--- src/rtl/cache_perf_monitor.sv ---
// cache_perf_monitor
//   Performance monitor for the CPU-to-cache access stream. It counts cycles,
//   accesses, writes, hits, misses and stall cycles, and it records the last
//   and the maximum miss latency. A snapshot bank freezes the live counters.
//   A registered read mux exports either the live set or the snapshot set.
//
// Parameters
//   CNT_W     width of every counter and of rd_data (4..32)
//   SATURATE  1: counters stick at all-ones, 0: counters wrap to zero
//
// Ports
//   clk        clock
//   rst        synchronous, active-high reset
//   en         counting enable (FSM and lat_cnt run regardless)
//   clear      zero the live counters and ovf
//   snap       copy the live counters (pre-update values) into the snapshot bank
//   acc_valid  CPU presents an access
//   acc_write  presented access is a write
//   stall      cache stall; access accepted when acc_valid && !stall
//   rd_sel     0 cyc, 1 acc, 2 wr, 3 hit, 4 miss, 5 stall_cyc, 6 last_lat, 7 max_lat
//   rd_snap    1: read snapshot bank, 0: read live counters
//   rd_data    selected counter, one cycle of latency
//   ovf        sticky: some counter was incremented from all-ones
//   in_miss    FSM is in MISS
//
// FSM states
//   state | meaning
//   IDLE  | no outstanding miss; an unstalled access is a hit
//   MISS  | an access is stalled; lat_cnt counts its stalled cycles

module cache_perf_monitor #(
  parameter int CNT_W    = 16,
  parameter bit SATURATE = 1'b1
) (
  input  logic             clk,
  input  logic             rst,
  input  logic             en,
  input  logic             clear,
  input  logic             snap,
  input  logic             acc_valid,
  input  logic             acc_write,
  input  logic             stall,
  input  logic [2:0]       rd_sel,
  input  logic             rd_snap,
  output logic [CNT_W-1:0] rd_data,
  output logic             ovf,
  output logic             in_miss
);

  typedef enum logic {
    IDLE = 1'b0,
    MISS = 1'b1
  } state_t;

  localparam logic [CNT_W-1:0] ALL_ONES = {CNT_W{1'b1}};
  localparam logic [CNT_W-1:0] ONE      = {{(CNT_W-1){1'b0}}, 1'b1};
  localparam int               N_INC    = 6;
  localparam int               LAST_LAT = 6;
  localparam int               MAX_LAT  = 7;

  state_t           state_q, state_d;
  logic [CNT_W-1:0] lat_cnt_q, lat_cnt_d;

  logic [CNT_W-1:0] live_q [8];
  logic [CNT_W-1:0] snap_q [8];
  logic [CNT_W-1:0] inc_val [N_INC];
  logic [N_INC-1:0] inc;
  logic [CNT_W-1:0] max_nxt;
  logic             ovf_set;

  logic accept, hit_ev, miss_ev, done_ev, stall_ev;

  assign accept   = acc_valid && !stall;
  assign stall_ev = acc_valid && stall;
  assign hit_ev   = (state_q == IDLE) && accept;
  assign miss_ev  = (state_q == IDLE) && stall_ev;
  assign done_ev  = (state_q == MISS) && accept;

  assign in_miss  = (state_q == MISS);

  // Next state and miss-latency counter.
  always_comb begin
    state_d   = state_q;
    lat_cnt_d = lat_cnt_q;
    case (state_q)
      IDLE: begin
        if (miss_ev) begin
          lat_cnt_d = ONE;
          state_d   = MISS;
        end
      end
      MISS: begin
        if (done_ev) begin
          state_d = IDLE;
        end else if (lat_cnt_q != ALL_ONES) begin
          // Latency always saturates; a wrapped latency would be meaningless.
          lat_cnt_d = lat_cnt_q + ONE;
        end
      end
      default: begin
        state_d = IDLE;
      end
    endcase
  end

  // Increment requests, indexed like rd_sel.
  assign inc = {stall_ev, miss_ev, hit_ev, accept && acc_write, accept, 1'b1};

  always_comb begin
    ovf_set = 1'b0;
    for (int i = 0; i < N_INC; i++) begin
      inc_val[i] = live_q[i];
      if (en && inc[i]) begin
        if (live_q[i] == ALL_ONES) begin
          ovf_set    = 1'b1;
          inc_val[i] = SATURATE ? ALL_ONES : '0;
        end else begin
          inc_val[i] = live_q[i] + ONE;
        end
      end
    end
  end

  assign max_nxt = (lat_cnt_q > live_q[MAX_LAT]) ? lat_cnt_q : live_q[MAX_LAT];

  always_ff @(posedge clk) begin
    if (rst) begin
      state_q   <= IDLE;
      lat_cnt_q <= '0;
      rd_data   <= '0;
      ovf       <= 1'b0;
      for (int i = 0; i < 8; i++) begin
        live_q[i] <= '0;
        snap_q[i] <= '0;
      end
    end else begin
      state_q   <= state_d;
      lat_cnt_q <= lat_cnt_d;

      // Both the snapshot and the read mux see the values from before this
      // edge, which makes snap+clear an atomic read-and-reset.
      if (snap) begin
        for (int i = 0; i < 8; i++) begin
          snap_q[i] <= live_q[i];
        end
      end
      rd_data <= rd_snap ? snap_q[rd_sel] : live_q[rd_sel];

      if (clear) begin
        ovf <= 1'b0;
        for (int i = 0; i < 8; i++) begin
          live_q[i] <= '0;
        end
      end else begin
        for (int i = 0; i < N_INC; i++) begin
          live_q[i] <= inc_val[i];
        end
        if (en && done_ev) begin
          live_q[LAST_LAT] <= lat_cnt_q;
          live_q[MAX_LAT]  <= max_nxt;
        end
        if (ovf_set) begin
          ovf <= 1'b1;
        end
      end
    end
  end

endmodule

--- config.mk ---
export PLATFORM = sky130hd
export DESIGN_NAME = cache_perf_monitor
export DESIGN_NICKNAME = d
export VERILOG_FILES = /design/src/rtl/cache_perf_monitor.sv
export SDC_FILE = /design/constraint.sdc
export NUM_CORES = 1
export LEC_CHECK = 0
export ABC_AREA = 1
export CAP_MARGIN = 0
export CORE_UTILIZATION = 35
export DETAILED_ROUTE_END_ITERATION = 6
export HOLD_SLACK_MARGIN = 0.08
export SKIP_LAST_GASP = 1
export SYNTH_ARGS = -nofsm -noshare
export SYNTH_HDL_FRONTEND = slang
export SYNTH_SLANG_ARGS = --single-unit
--- constraint.sdc ---
create_clock -name clk -period 8.6 [get_ports clk]
set_clock_uncertainty 0.2 [all_clocks]
set_input_delay 1.72 -clock clk [delete_from_list [all_inputs] [get_ports clk]]
set_output_delay 1.72 -clock clk [all_outputs]
set_load 0.02 [all_outputs]
==> impl_metrics.yaml, run 1 <==
outcome:
  status: "finished clean"
global_route:
  antenna_found_initial: 2
  grt_use_total_pct: 20.0
  grt_pass1_vias: 12100
  grt_pass1_wl_microns: 69100
  grt_overflow: 0
  grt_start_max_net_pins: 100
placed_design:
  placed_area_sq_um: 16100
  gp_congestion: 0.933
  hpwl_microns: 30100
  io_buffers: 29
routing:
  postRouteWirelength_microns: 44100
  drt_iter0_drc: 1276
  ant_nets: 0
  wl_met3_microns: 3850
  wl_met2_microns: 19000
  vias_per_cell: 5.25
  drc_errors: 0
  wl_met1_microns: 19800
  vias: 12700
  post_drt_wl_per_cell_microns: 18.2
  dr.pass1.iters: 6
  routed.top_layer: "met5"
timing:
  timing.fmax_mhz: 243
  setup_viol: 0
  rsz0062_at_grt: "false"
  hold_violations: 0
  slew_headroom_pct: 27.2
  setup-tns-final_ns: 0
  final_max_slew_viol_count: 0
  worst_pin_slew_ns: 1.09
  min_period_ns: 4.11
  fin_crit_sh_pct: 47.8
power:
  finalPower_w: 0.00336
  irDropWorstVdd_uv: 120
  p_leak_nw: 6.36
  power_density_nw_per_um2: 195
critical_path:
  start_kind: "input pin"
  crit_top_cell: "nor2_2"
  path_cells: "clkdlybuf4s50_1 -> nor2_4 -> inv_2 -> nor2_2 -> nor2_2 -> nand2_1 -> a21oi_1"
  cp_num_buf_inv: 2
  slowest_stage: "nor2_4"
  critPathRequiredTime_ns: 8.76
  cp-end-kind: "flip-flop"
  crit_type: "in2reg"
  reg2reg_slack_ns: 5.97
  path_delay_family: "simple AND/OR/NAND/NOR gates"
  path_max_fanout: 37
  worstPathArrival_ns: 4.27
  slowest_delay_ns: 0.88
yosys:
  synth_nets: 1858
  synth_seq_cells: 290
  yosysWarnings: 0
  syn_area_sq_um: 15400
  synth.avg_cell_area_sq_um: 8.44
  yosysUniqueCellTypes: 40
  ys_seq_area_share_pct: 53.4
  synth_top_area_share_pct: 46.9
  syn_inst: 1823
  synth_area_leaders: "edfxtp_1 47%, nor2_1 8.3%, dfxtp_1 6.5%"
  synth_top_area_cell: "edfxtp_1"
final_layout:
  final_util_pct: 39.8
  syn_to_final_growth_pct: 11.8
  drive_above_1_share_pct: 5.00
  stdcell_area_sq_um: 17200
  register_area_sq_um: 8210
  n_antenna_cell: 0
  multiInputGateArea_sq_um: 6030
  fin_nets: 1849
  fillers: 4425
clocking:
  cts-resized-gates: 0
  clock_sinks: 290
  cts_buffer_depth: 3
  holdBufCountCts: 0
  numCtsBuffers: 34
  cts.reportedPaths.clkPinSlew_ns: 0.06
  h-tree-depth: 2
  cts_tree: "built"
  clk_latency_ns: 0.52
  clock-root-buffer: "clkbuf_16"
  post_cts_buffers: 0
die:
  io_pins: 30
  die_y_microns: 212
  die_x_microns: 212
  core_area_sq_um: 43200
  dieArea_sq_um: 44800
  start_util_pct: 35.6
  rows: 76
hold_path:
  min_path_type: "reg2reg"
job:
  maxCapViolCount: 0
## synthesized netlist by cell type, drive strengths merged
cell type / count
nor4: 2
o21ai: 171
nand3: 136
o31ai: 2
buf: 29
inv: 212
or2: 3
o211ai: 33
o211a: 1
nor3: 23
nand2: 253
xnor2: 5
and3: 1
and2: 1
nand3b: 1
a211oi: 4
a21oi: 155
clkbuf: 56
nor2: 353
dfxtp: 50
nor3b: 1
nand4: 20
a31oi: 14
xor2: 33
a21boi: 1
edfxtp: 240
ha: 23
## state kept, by name, summed over array words and instances, names as in the netlist, named ones only
signal     cells
snap_q       128
live_q       128
rd_data       16
ovf            1
lat_cnt_q     16
## final timing paths
check / from / endpoint / cells past startpoint
min reg2reg: lat_cnt_q[13] / lat_cnt_q[13] / 2
max reg2reg: flip-flop / live_q[7][2] / 6
max: clear / live_q[0][4] / 7
min: lat_cnt_q[13] / lat_cnt_q[13] / 2
## placed cells by master (no fill, tap or decap), drive strengths merged, types with 3 or more instances in the layout
| cell type | instances |
|---|---|
| a211oi | 4 |
| a21oi | 155 |
| a31oi | 14 |
| buf | 14 |
| clkbuf | 51 |
| clkdlybuf4s50 | 26 |
| clkinv | 8 |
| dfxtp | 50 |
| edfxtp | 240 |
| ha | 23 |
| inv | 213 |
| nand2 | 253 |
| nand3 | 136 |
| nand4 | 20 |
| nor2 | 353 |
| nor3 | 23 |
| o211ai | 33 |
| o21ai | 171 |
| or2 | 3 |
| xnor2 | 5 |
| xor2 | 33 |
## final cells by class
class | count | share of cell area (%)
multi-input combinational | 1236 | 35.1
timing repair buffer | 40 | 2.10
inverter | 212 | 4.66
clock buffer | 51 | 5.74
sequential | 290 | 47.8
tap | 585 | 4.26
clock inverter | 10 | 0.430
## stage by stage
stage                     worst slack (ns)  hold WS (ns)  instances
after floorplan                       4.14         0.269       1823
after global placement                4.04         0.290       2363
after detailed placement              4.01         0.310       2363
after CTS                             4.55         0.319       2424
after global routing                  4.27         0.338       2424
final                                 4.49         0.319       2424
## worst min-delay path, cell delays in order, from the launching register on
cell and delay [ns]:
dfxtp_1 0.34, nand2_1 0.08, a21oi_1 0.05
## cell families after synthesis
family	Yosys count	share of synthesized area, %
simple gates	794	21.8
compound gates	381	13.3
buf+inv	297	7.51
flops	290	53.4
xor+xnor	38	2.16
fa+ha+maj	23	1.87
## power breakdown
| group | total, W | leakage (nW) | switching (W) | internal [W] |
|---|---|---|---|---|
| sequential | 0.00165 | 3.08 | 0.0000514 | 0.00160 |
| clock | 0.00140 | 0.521 | 0.000576 | 0.000822 |
| combinational | 0.000303 | 2.76 | 0.000218 | 0.0000855 |
## metal layers
metal  GRT usage, %  up-vias
met1           28.2     5995
met2           29.9      531
li1               -     6128
met3           4.47       79
met5              0        -
met4           7.42        4
(Power assumes the default switching activity.)
==> run 2: changes to the inputs <==
clock period = 3.6 ns   (was 8.6 ns; I/O delays follow)
==> run 2 against run 1 <==
Net effect:
- utilization up 0.19 points
- clock-buffer cell count fell by 2
- flip-flop and latch count stayed put
- register-to-register slack worse by 4.8 ns
- die area unchanged
- first-iteration DRC count up 12%
- critical path type is now reg2out
- clock power grew 130%
- global-route usage shrank 0.37 points
- highest routed layer is now met4
==> impl_metrics.yaml, run 2 (synthesized netlist as in run 1, its figures left out) <==
outcome:
  status: "finished clean"
timing:
  setup-tns-final_ns: 0
  final_max_slew_viol_count: 0
  min_period_ns: 2.63
  worst_pin_slew_ns: 0.925
  timing.fmax_mhz: 380
  fin_crit_sh_pct: 73.1
  hold_violations: 0
  setup_viol: 0
  rsz0062_at_grt: "false"
  slew_headroom_pct: 38.2
critical_path:
  crit_type: "reg2out"
  critPathRequiredTime_ns: 2.68
  reg2reg_slack_ns: 1.14
  path_delay_family: "buffers and inverters"
  path_cells: "clkdlybuf4s50_1"
  slowest_delay_ns: 0.68
  reg2reg_from: "live_q[1][0]"
  slowest_stage: "clkdlybuf4s50_1"
  start_kind: "flip-flop"
  path_max_fanout: 6
  worstPathArrival_ns: 1.71
  cp_num_buf_inv: 1
  r2r_cells: 7
  r2r_end: "live_q[1][13]"
  cp-end-kind: "output pin"
global_route:
  grt_use_total_pct: 19.6
  antenna_found_initial: 1
  grt_pass1_vias: 11900
  grt_pass1_wl_microns: 67900
  grt_overflow: 0
  grt_start_max_net_pins: 129
clocking:
  clock-root-buffer: "clkbuf_16"
  cts.reportedPaths.clkPinSlew_ns: 0.05
  clk_latency_ns: 0.54
  numCtsBuffers: 34
  holdBufCountCts: 0
  cts_buffer_depth: 3
  cts-resized-gates: 0
  h-tree-depth: 2
  clock_sinks: 290
  cts_tree: "built"
  post_cts_buffers: 0
die:
  die_y_microns: 212
  dieArea_sq_um: 44800
  core_area_sq_um: 43200
  io_pins: 30
  rows: 76
  start_util_pct: 35.6
  die_x_microns: 212
final_layout:
  n_antenna_cell: 0
  drive_above_1_share_pct: 5.31
  syn_to_final_growth_pct: 12.3
  fin_nets: 1858
  final_common_cell: "nor2_1"
  layout.cells.non_filler: 2432
  reg.largest.list: "live_q (128), snap_q (128)"
  final_cell_mix: "342 x nor2_1, 246 x nand2_1, 240 x edfxtp_1"
routing:
  drc_errors: 0
  post_drt_wl_per_cell_microns: 18.0
  ant_nets: 0
  vias_per_cell: 5.23
  dr.pass1.iters: 6
  vias: 12700
  postRouteWirelength_microns: 43800
  drt_iter0_drc: 1434
hold_path:
  min_path_type: "reg2reg"
  min_path_cells: 2
  worstHoldStart: "lat_cnt_q[13]"
  hold-path-endpoint: "lat_cnt_q[13]"
placed_design:
  place_inst: 2372
  hpwl_microns: 30100
  gp_congestion: 0.887
  io_buffers: 29
power:
  irDropWorstVdd_uv: 303
  power_density_nw_per_um2: 457
  p_leak_nw: 6.40
job:
  maxCapViolCount: 0
[run 2: cell count changes in the layout (fill, tap and decap cells not counted)]
cell	change
buf_12	+5
clkinv_2	+1
bufinv_16	-1
clkbuf_8	-4
clkinv_8	+2
buf_4	+4
clkbuf_1	+2
inv_6	-1
[run 2: per-layer routing]
metal	share of wire, %	vias to the layer above	track usage [%]	wire length (microns)
met1	46	6038	28.6	20200
met3	7.3	65	2.61	3210
li1	-	6137	-	-
met4	2.3	0	5.57	998
met5	0	-	0	0
met2	44	476	30.4	19400
[run 2: how the worst max path moves through the flow]
stage,startpoint,endpoint,slack (ns),cells past startpoint
after floorplan,rst,snap_q[0][0],0.14,3
after global routing,flip-flop,in_miss,0.93,1
after CTS,flip-flop,in_miss,0.96,1
after detailed placement,acc_valid,live_q[6][2],0.68,7
after global placement,acc_valid,live_q[6][2],0.67,7
final,flip-flop,in_miss,0.97,1
[run 2: layout make-up]
type                            count  area (sq um)
Timing Repair Buffer               49           490
Multi-Input combinational cell   1236          6030
Inverter                          212           801
Tap cell                          585           732
Fill cell                        4350         25900
Clock buffer                       49           938
Sequential cell                   290          8210
Clock inverter                     11          72.6
[run 2: report_power, final]
part	leakage, nW	switching [W]	internal [W]
Combinational	2.83	0.000529	0.000217
Sequential	3.08	0.000116	0.00383
Clock	0.493	0.00139	0.00182
[run 2: through the flow]
step	util, %	cell area [sq um]	hold slack, ns	total power, W	worst slack, ns
2_1_floorplan	-	15400	0.269	0.00445	0.139
5_1_grt	40.0	17300	0.349	0.00817	0.927
4_1_cts	40.0	17300	0.300	0.00794	0.961
6_report	40.0	17300	0.304	0.00790	0.967
3_3_place_gp	37.7	16300	0.312	0.00474	0.672
3_5_place_dp	37.7	16300	0.292	0.00475	0.675
